**config.mk**
```make
export PLATFORM = sky130hd
export DESIGN_NAME = bin_to_bcd_seq
export DESIGN_NICKNAME = d
export VERILOG_FILES = /design/src/rtl/bin_to_bcd_seq.sv
export SDC_FILE = /design/constraint.sdc
export NUM_CORES = 1
export LEC_CHECK = 0
export CORE_AREA = 2 2 99 53
export CTS_CLUSTER_DIAMETER = 80
export DETAILED_ROUTE_END_ITERATION = 12
export DIE_AREA = 0 0 101 55
export PLACE_DENSITY = 0.91
export SYNTH_ARGS = -nofsm -noshare
export SYNTH_HDL_FRONTEND = slang
export SYNTH_SLANG_ARGS = --single-unit
```
**constraint.sdc**
```tcl
create_clock -name clk_i -period 3.8 [get_ports clk_i]
set_input_delay 0.57 -clock clk_i [delete_from_list [all_inputs] [get_ports clk_i]]
set_output_delay 0.57 -clock clk_i [all_outputs]
set_load 0.005 [all_outputs]
```
**src/rtl/bin_to_bcd_seq.sv**
```systemverilog
// Sequential binary-to-BCD converter (shift-and-add-3, one bit per clock).
// Digit outputs are registered and only change on a completed conversion or reset.
module bin_to_bcd_seq #(
  parameter int unsigned BIN_W = 14
) (
  input  logic             clk_i,
  input  logic             rst_i,
  input  logic             start_i,
  input  logic [BIN_W-1:0] bin_i,
  output logic             busy_o,
  output logic             done_o,
  output logic             ovf_o,
  output logic [3:0]       thousands_o,
  output logic [3:0]       hundreds_o,
  output logic [3:0]       tens_o,
  output logic [3:0]       units_o
);

  localparam int unsigned NDIG  = 5;
  localparam int unsigned BCD_W = 4 * NDIG;
  localparam int unsigned CNT_W = $clog2(BIN_W + 1);
  localparam int unsigned SH_W  = BCD_W + BIN_W;

  typedef enum logic [1:0] {
    ST_IDLE,
    ST_CONVERT,
    ST_DONE
  } state_t;

  state_t             state_q, state_d;
  logic [BIN_W-1:0]   shreg_q, shreg_d;
  logic [BCD_W-1:0]   bcd_q, bcd_d;
  logic [BCD_W-1:0]   bcd_adj;
  logic [SH_W-1:0]    shifted;
  logic [CNT_W-1:0]   cnt_q, cnt_d;
  logic [3:0]         th_q, th_d, hu_q, hu_d, te_q, te_d, un_q, un_d;
  logic               ovf_q, ovf_d;
  logic               done_q, done_d;

  // State and datapath registers
  always_ff @(posedge clk_i or posedge rst_i) begin
    if (rst_i) begin
      state_q <= ST_IDLE;
      shreg_q <= '0;
      bcd_q   <= '0;
      cnt_q   <= '0;
      th_q    <= '0;
      hu_q    <= '0;
      te_q    <= '0;
      un_q    <= '0;
      ovf_q   <= 1'b0;
      done_q  <= 1'b0;
    end else begin
      state_q <= state_d;
      shreg_q <= shreg_d;
      bcd_q   <= bcd_d;
      cnt_q   <= cnt_d;
      th_q    <= th_d;
      hu_q    <= hu_d;
      te_q    <= te_d;
      un_q    <= un_d;
      ovf_q   <= ovf_d;
      done_q  <= done_d;
    end
  end

  // Next-state, add-3 correction and shift, result capture
  always_comb begin
    state_d = state_q;
    shreg_d = shreg_q;
    bcd_d   = bcd_q;
    cnt_d   = cnt_q;
    th_d    = th_q;
    hu_d    = hu_q;
    te_d    = te_q;
    un_d    = un_q;
    ovf_d   = ovf_q;
    done_d  = 1'b0;

    bcd_adj = bcd_q;
    for (int unsigned i = 0; i < NDIG; i++) begin
      if (bcd_q[i*4 +: 4] >= 4'd5) begin
        bcd_adj[i*4 +: 4] = bcd_q[i*4 +: 4] + 4'd3;
      end
    end
    shifted = {bcd_adj, shreg_q} << 1;

    case (state_q)
      ST_IDLE: begin
        if (start_i) begin
          state_d = ST_CONVERT;
          shreg_d = bin_i;
          bcd_d   = '0;
          cnt_d   = CNT_W'(BIN_W);
        end
      end
      ST_CONVERT: begin
        bcd_d   = shifted[SH_W-1:BIN_W];
        shreg_d = shifted[BIN_W-1:0];
        cnt_d   = cnt_q - CNT_W'(1);
        if (cnt_q == CNT_W'(1)) begin
          state_d = ST_DONE;
        end
      end
      ST_DONE: begin
        done_d  = 1'b1;
        state_d = ST_IDLE;
        // A nonzero ten-thousands digit saturates the display to 9999
        if (bcd_q[19:16] != 4'd0) begin
          ovf_d = 1'b1;
          th_d  = 4'd9;
          hu_d  = 4'd9;
          te_d  = 4'd9;
          un_d  = 4'd9;
        end else begin
          ovf_d = 1'b0;
          th_d  = bcd_q[15:12];
          hu_d  = bcd_q[11:8];
          te_d  = bcd_q[7:4];
          un_d  = bcd_q[3:0];
        end
      end
      default: state_d = ST_IDLE;
    endcase
  end

  assign busy_o      = (state_q != ST_IDLE);
  assign done_o      = done_q;
  assign ovf_o       = ovf_q;
  assign thousands_o = th_q;
  assign hundreds_o  = hu_q;
  assign tens_o      = te_q;
  assign units_o     = un_q;

endmodule

```
* Yosys cells after proc, flatten, opt, wreduce, memory -nomap -nowiden
Index checks and enable logic that the tools add are counted.
Storage, ports and cells: bits in latches 0, RAM bits 0, bits in registers 58, word-level logic and storage cells 52, memories kept 0, bits of input ports 17, bits in read-only memories 0
Cells by class: divide/modulo/power cells 0, reduce and logical (&&, ||, !) cells 6, bitwise gates (word level) 0, $mul 0, equality and inequality tests 5, add/subtract/negate cells 6, shift-type cells 0, mux-type cells 20, $lt $le $gt $ge 5
Operators by type and width (count):
- $pmux W20 S2 | 1
- $mux W4 | 9
- $pmux W14 S2 | 1
- $ge A4 B3 Y1 const B | 5
- $mux W20 | 1
- $add A4 B2 Y4 const B | 4
- $mux W14 | 1
- $pmux W4 S2 | 1
- $eq A4 B1 Y1 const B | 1
- $mux W2 | 2
- $ne A2 B2 Y1 const B | 2
- $pmux W2 S2 | 1
- $reduce_and A2 Y1 | 2
- $reduce_bool A2 Y1 | 2
- $reduce_bool A4 Y1 | 1
- $sub A4 B1 Y4 const B | 1
- $add A3 B2 Y3 const B | 1
- $mux W3 | 1
- $eq A2 B1 Y1 const B | 1
- $eq A2 B2 Y1 const B | 1
- $logic_not A2 Y1 | 1
- $mux W1 | 2

* Depth between registers and ports, before layout
depth after elaboration 3, depth in mapped cells 6, depth with buffers taken out 6

* Least setup slack after synthesis
No wires, ideal clock.
kind input port to flip-flop, from input port start_i, to register bcd_q[19], stages on the path 6, slack 2.332 ns, arrival time 1.346 ns, path through nor3b_1 -> or2_1 -> buf_4 -> buf_6 -> o31ai_1 -> a32o_1
On the way: cells in the longest elaborated chain, start to end 2
RTL lines:
- start, declared | line 8 | input logic start_i,
- $ne A2 B2 Y1 (no line)
- $reduce_and A2 Y1 (no line)
- end signal, assigned | line 45 | bcd_q <= '0;
- end signal, assigned | line 56 | bcd_q <= bcd_d;
- end, declared | line 32 | logic [BCD_W-1:0] bcd_q, bcd_d;
No other way between the ends. A chain may end at the register's enable or synchronous reset.

* Final worst setup path
from register state_q[1], to output port busy_o
On the way: cells in the longest elaborated chain, start to end 1
RTL lines:
- start, declared | line 30 | state_t state_q, state_d;
- start signal, assigned | line 54 | state_q <= state_d;
- $reduce_bool A2 Y1 | line 127 | assign busy_o = (state_q != ST_IDLE);
- end, declared | line 10 | output logic busy_o,
No other way between the ends.

==> impl_summary.log <==
INFO  metric status = completed
INFO  metric fillers = 350
INFO  metric ys_seq_area_share = 55.19%
INFO  metric worstMarginPinSlew = 0.8515 ns
INFO  metric synth_edf_count = 0
INFO  metric synth.net_count = ~280
INFO  metric slowest_stage = sky130_fd_sc_hd__clkdlybuf4s50_1
INFO  metric crit_family = buffers and inverters
INFO  metric max_cap_viol_count = 0
INFO  metric netlist-cell-type-count = 33
INFO  metric rows = 18
INFO  metric drt.antenna.violating_nets = 0
INFO  metric grt_first_pass_wirelength = 9.515 mm
INFO  metric yosys_most_used_dff = sky130_fd_sc_hd__dfrtp_1
INFO  metric setup_violations = 0
INFO  metric critical_path_cell_count = 2
INFO  metric via_count_of_the_first_global_routing_pass = ~1900
INFO  metric root_buffer = sky130_fd_sc_hd__clkbuf_8
INFO  metric utilization_after_layout = 68.10%
INFO  metric worstRegToRegCells = 4
INFO  metric grt.overflow.total = 0
INFO  metric critPathKind = reg2out
INFO  metric post_synth_inst_count = roughly 250
INFO  metric cts_resized = 0
INFO  metric gpl.final_weighted_congestion = 0.8027
INFO  metric fp.dieArea = 5555 um2
INFO  metric power_density = 825.0 nW/um2
INFO  metric achievable-frequency = approximately 470 MHz
INFO  metric end_point_of_the_critical_path = busy_o
INFO  metric critical_path.cell_chain = or2_2 > clkdlybuf4s50_1
INFO  metric worst-endpoint-arrival = about 1.5 ns
INFO  metric floorplan.die.height = between 50 and 60 um
INFO  metric critPathMaxStageDelay = roughly 0.45 ns
INFO  metric post_synth_instance_area = 2630 um2
INFO  metric area.sequential = 1451 um2
INFO  metric tritoncts = done
INFO  metric avg_wl_per_cell = 16.99 um
INFO  metric crit_fanout = 5
INFO  metric die_w = just over 100 um
INFO  metric route.detailed.drc = 0
INFO  metric ios = 36
INFO  metric worst_setup_path_end_kind = output port
INFO  metric final_nets = 314
INFO  metric cts_max_level = 3
INFO  metric cp_data_required_time = roughly 3.2 ns
INFO  metric maximum_number_of_pins_on_one_net_before_global_route_repair = roughly 40
INFO  metric startpoint_type = register
INFO  metric timing.slew.headroom = 43.23%
INFO  metric clock_path_buffers = 2
INFO  metric portBuffers = 35
INFO  metric postSynthAreaPerCell = approximately 11 um2
INFO  metric clkTransAtPathRegs = about 0.060 ns
INFO  metric antenna_violations_before_repair = 0
INFO  metric groute.usage.overall = a little under a quarter
INFO  metric drv_slew = 0
INFO  metric skew = between 0.007 and 0.008 ns
INFO  metric worst_r2r_startpoint = state_q[0]$_DFFE_PP0P_
INFO  metric clk-insertion-delay-late = approximately 0.34 ns
INFO  metric finalHoldViolCount = 0
INFO  metric r2r_setup_slack = around 1.7 ns
INFO  metric layout_min_cycle_time = 2.107 ns
INFO  metric synth.ff_latch_count = 58
INFO  metric initial_core_util = between 50% and 60%
INFO  metric regToRegEndpoint = bcd_q[7]$_DFFE_PP0P_
INFO  metric drt_pre_antenna_iters = 5
INFO  metric area_growth = 22.45%
INFO  metric unrepaired_setup_endpoints_after_global_routing = false
INFO  metric post_cts_hold_buffer_count = 0
INFO  metric vdd_ir_drop_max = between 0.3 and 0.4 mV
INFO  metric cts-buffers-inserted = 9
INFO  metric antenna_cells = 0
INFO  metric setup_tns = 0 ns
INFO  metric critPathBufInv = 1
INFO  metric place_hpwl = about 4.0 mm
INFO  metric core = 4730 um2
INFO  metric worstSetupStartpoint = state_q[1]$_DFFE_PP0P_
INFO  metric dr.first_iter.drc_count = around 140
INFO  metric power.leakage = between 0.001 and 0.0015 uW
INFO  metric multi_input_gate_area = roughly 1100 um2
INFO  metric cts.sinks = 58
INFO  metric layout_cell_share_with_drive_strength_beyond_1 = 8.651%
INFO  metric avgViaCountPerCell = around 5.9
INFO  metric postRouteWirelength = between 5 and 6 mm
INFO  metric asyncSetResetFlopFracSynth = between 90% and 100%
INFO  metric dr_total_vias = just over 2000
INFO  metric worst_hold_path_type = reg2reg
INFO  metric synth.yosys.warnings = 0
INFO  metric cts_setup_buffers = 0
INFO  metric final.period_utilization = 55.45%
==> cell type report <==
class | instances | share of cell area, %
Tap cell | 60 | 2.331
Clock buffer | 10 | 4.274
Clock inverter | 6 | 2.059
Sequential cell | 58 | 45.07
Timing Repair Buffer | 39 | 11.81
Multi-Input combinational cell | 162 | 32.83
Inverter | 14 | 1.632
==> layer usage <==
metal | wire, um | up-vias | track usage, %
met5 | 0 | - | 0
met4 | 67 | 0 | 10.59
met3 | 369 | 8 | 9.045
met2 | 2625 | 85 | 35.56
met1 | 2869 | 1004 | 32.00
li1 | - | 960 | -
==> Yosys cell counts (2+ instances only) <==
cell type                  instances  area, um2
sky130_fd_sc_hd__a22o_1            5      43.79
sky130_fd_sc_hd__o31ai_1           6      45.04
sky130_fd_sc_hd__o32ai_1           2      17.52
sky130_fd_sc_hd__nand2_1          37      138.9
sky130_fd_sc_hd__xor2_1            2      17.52
sky130_fd_sc_hd__ha_1             13      162.7
sky130_fd_sc_hd__a32o_1            5      50.05
sky130_fd_sc_hd__buf_2             8      40.04
sky130_fd_sc_hd__inv_1            13      48.80
sky130_fd_sc_hd__nand3_1           6      30.03
sky130_fd_sc_hd__a31oi_1           3      18.77
sky130_fd_sc_hd__o22ai_1           7      43.79
sky130_fd_sc_hd__o21ai_0          11      55.05
sky130_fd_sc_hd__nor2_1            9      33.78
sky130_fd_sc_hd__xnor2_1           5      43.79
sky130_fd_sc_hd__and3_1            2      12.51
sky130_fd_sc_hd__o311ai_1          5      43.79
sky130_fd_sc_hd__a22oi_1          13      97.59
sky130_fd_sc_hd__nand2b_1          7      43.79
sky130_fd_sc_hd__a211oi_1          2      15.01
sky130_fd_sc_hd__nor3b_1           3      22.52
sky130_fd_sc_hd__clkbuf_1          3      11.26
sky130_fd_sc_hd__o22a_1            4      35.03
sky130_fd_sc_hd__dfrtp_1          58       1451
sky130_fd_sc_hd__a21oi_1          11      55.05
==> cells by family (layout without fill, tap and decap cells) <==
family | Yosys count | count (layout) | synth area share (%)
adder cells (fa/ha/maj) | 13 | 13 | 6.185
buffers and inverters | 28 | 69 | 4.805
XOR/XNOR | 7 | 7 | 2.331
flip-flops | 58 | 58 | 55.19
AND/OR/NAND/NOR | 68 | 68 | 11.70
AO/OA/AOI/OAI | 74 | 74 | 19.79
==> through the flow <==
stage / hold WS [ns] / instances / instance area, um2 / total power, uW / setup slack, ns
finish: 0.4840 / 349 / 3221 / 2657 / 1.693
global route: 0.5043 / 349 / 3221 / 2842 / 1.551
CTS: 0.4875 / 349 / 3221 / 2662 / 1.680
detailed placement: 0.4666 / 333 / 3017 / 2071 / 1.395
global placement: 0.4585 / 333 / 3017 / 2010 / 1.473
floorplan: 0.4458 / 248 / 2630 / 1738 / 1.802
==> worst min-delay path: stages (launching register included) <==
cell and delay (ns):
sky130_fd_sc_hd__dfrtp_1 0.34, sky130_fd_sc_hd__nand2_1 0.05, sky130_fd_sc_hd__nand2_1 0.06
==> worst min path at each step <==
stage	startpoint	to	slack, ns	depth (start not counted)
2_1_floorplan	shreg_q[13]$_DFFE_PP0P_	shreg_q[13]$_DFFE_PP0P_	0.45	2
3_3_place_gp	shreg_q[8]$_DFFE_PP0P_	shreg_q[8]$_DFFE_PP0P_	0.46	2
3_5_place_dp	shreg_q[2]$_DFFE_PP0P_	shreg_q[2]$_DFFE_PP0P_	0.47	2
4_1_cts	shreg_q[8]$_DFFE_PP0P_	shreg_q[8]$_DFFE_PP0P_	0.49	2
5_1_grt	shreg_q[5]$_DFFE_PP0P_	shreg_q[5]$_DFFE_PP0P_	0.50	2
6_report	shreg_q[8]$_DFFE_PP0P_	shreg_q[8]$_DFFE_PP0P_	0.48	2
==> sequential cells by signal, summed over array words and instances, names as in the netlist <==
name and count:
hundreds_o 4, done_o 1, shreg_q 14, units_o 4, thousands_o 4, tens_o 4, bcd_q 20, cnt_q 4
state_q 2, ovf_o 1
==> cell usage in the layout (no fill, tap or decap), types with 3 or more instances in the layout <==
cell type and instances:
sky130_fd_sc_hd__nor2_1 9, sky130_fd_sc_hd__a21oi_1 11, sky130_fd_sc_hd__a22o_1 5, sky130_fd_sc_hd__o311ai_1 5, sky130_fd_sc_hd__a31oi_1 3, sky130_fd_sc_hd__clkbuf_8 10, sky130_fd_sc_hd__buf_4 4, sky130_fd_sc_hd__nand2b_1 7
sky130_fd_sc_hd__o22ai_1 7, sky130_fd_sc_hd__xnor2_1 5, sky130_fd_sc_hd__clkdlybuf4s50_1 35, sky130_fd_sc_hd__a22oi_1 13, sky130_fd_sc_hd__a32o_1 5, sky130_fd_sc_hd__nand2_1 37, sky130_fd_sc_hd__o22a_1 4, sky130_fd_sc_hd__inv_1 12
sky130_fd_sc_hd__o21ai_0 11, sky130_fd_sc_hd__nand3_1 6, sky130_fd_sc_hd__ha_1 13, sky130_fd_sc_hd__o31ai_1 6, sky130_fd_sc_hd__dfrtp_1 58, sky130_fd_sc_hd__clkinvlp_4 3
==> power breakdown <==
group | internal [uW] | leakage, uW | switching (uW)
logic | 484 | 0.000610 | 549
registers | 860 | 0.000746 | 186
clock network | 320 | 0.0000945 | 257
Note: power is estimated with default switching activity, not from simulation.
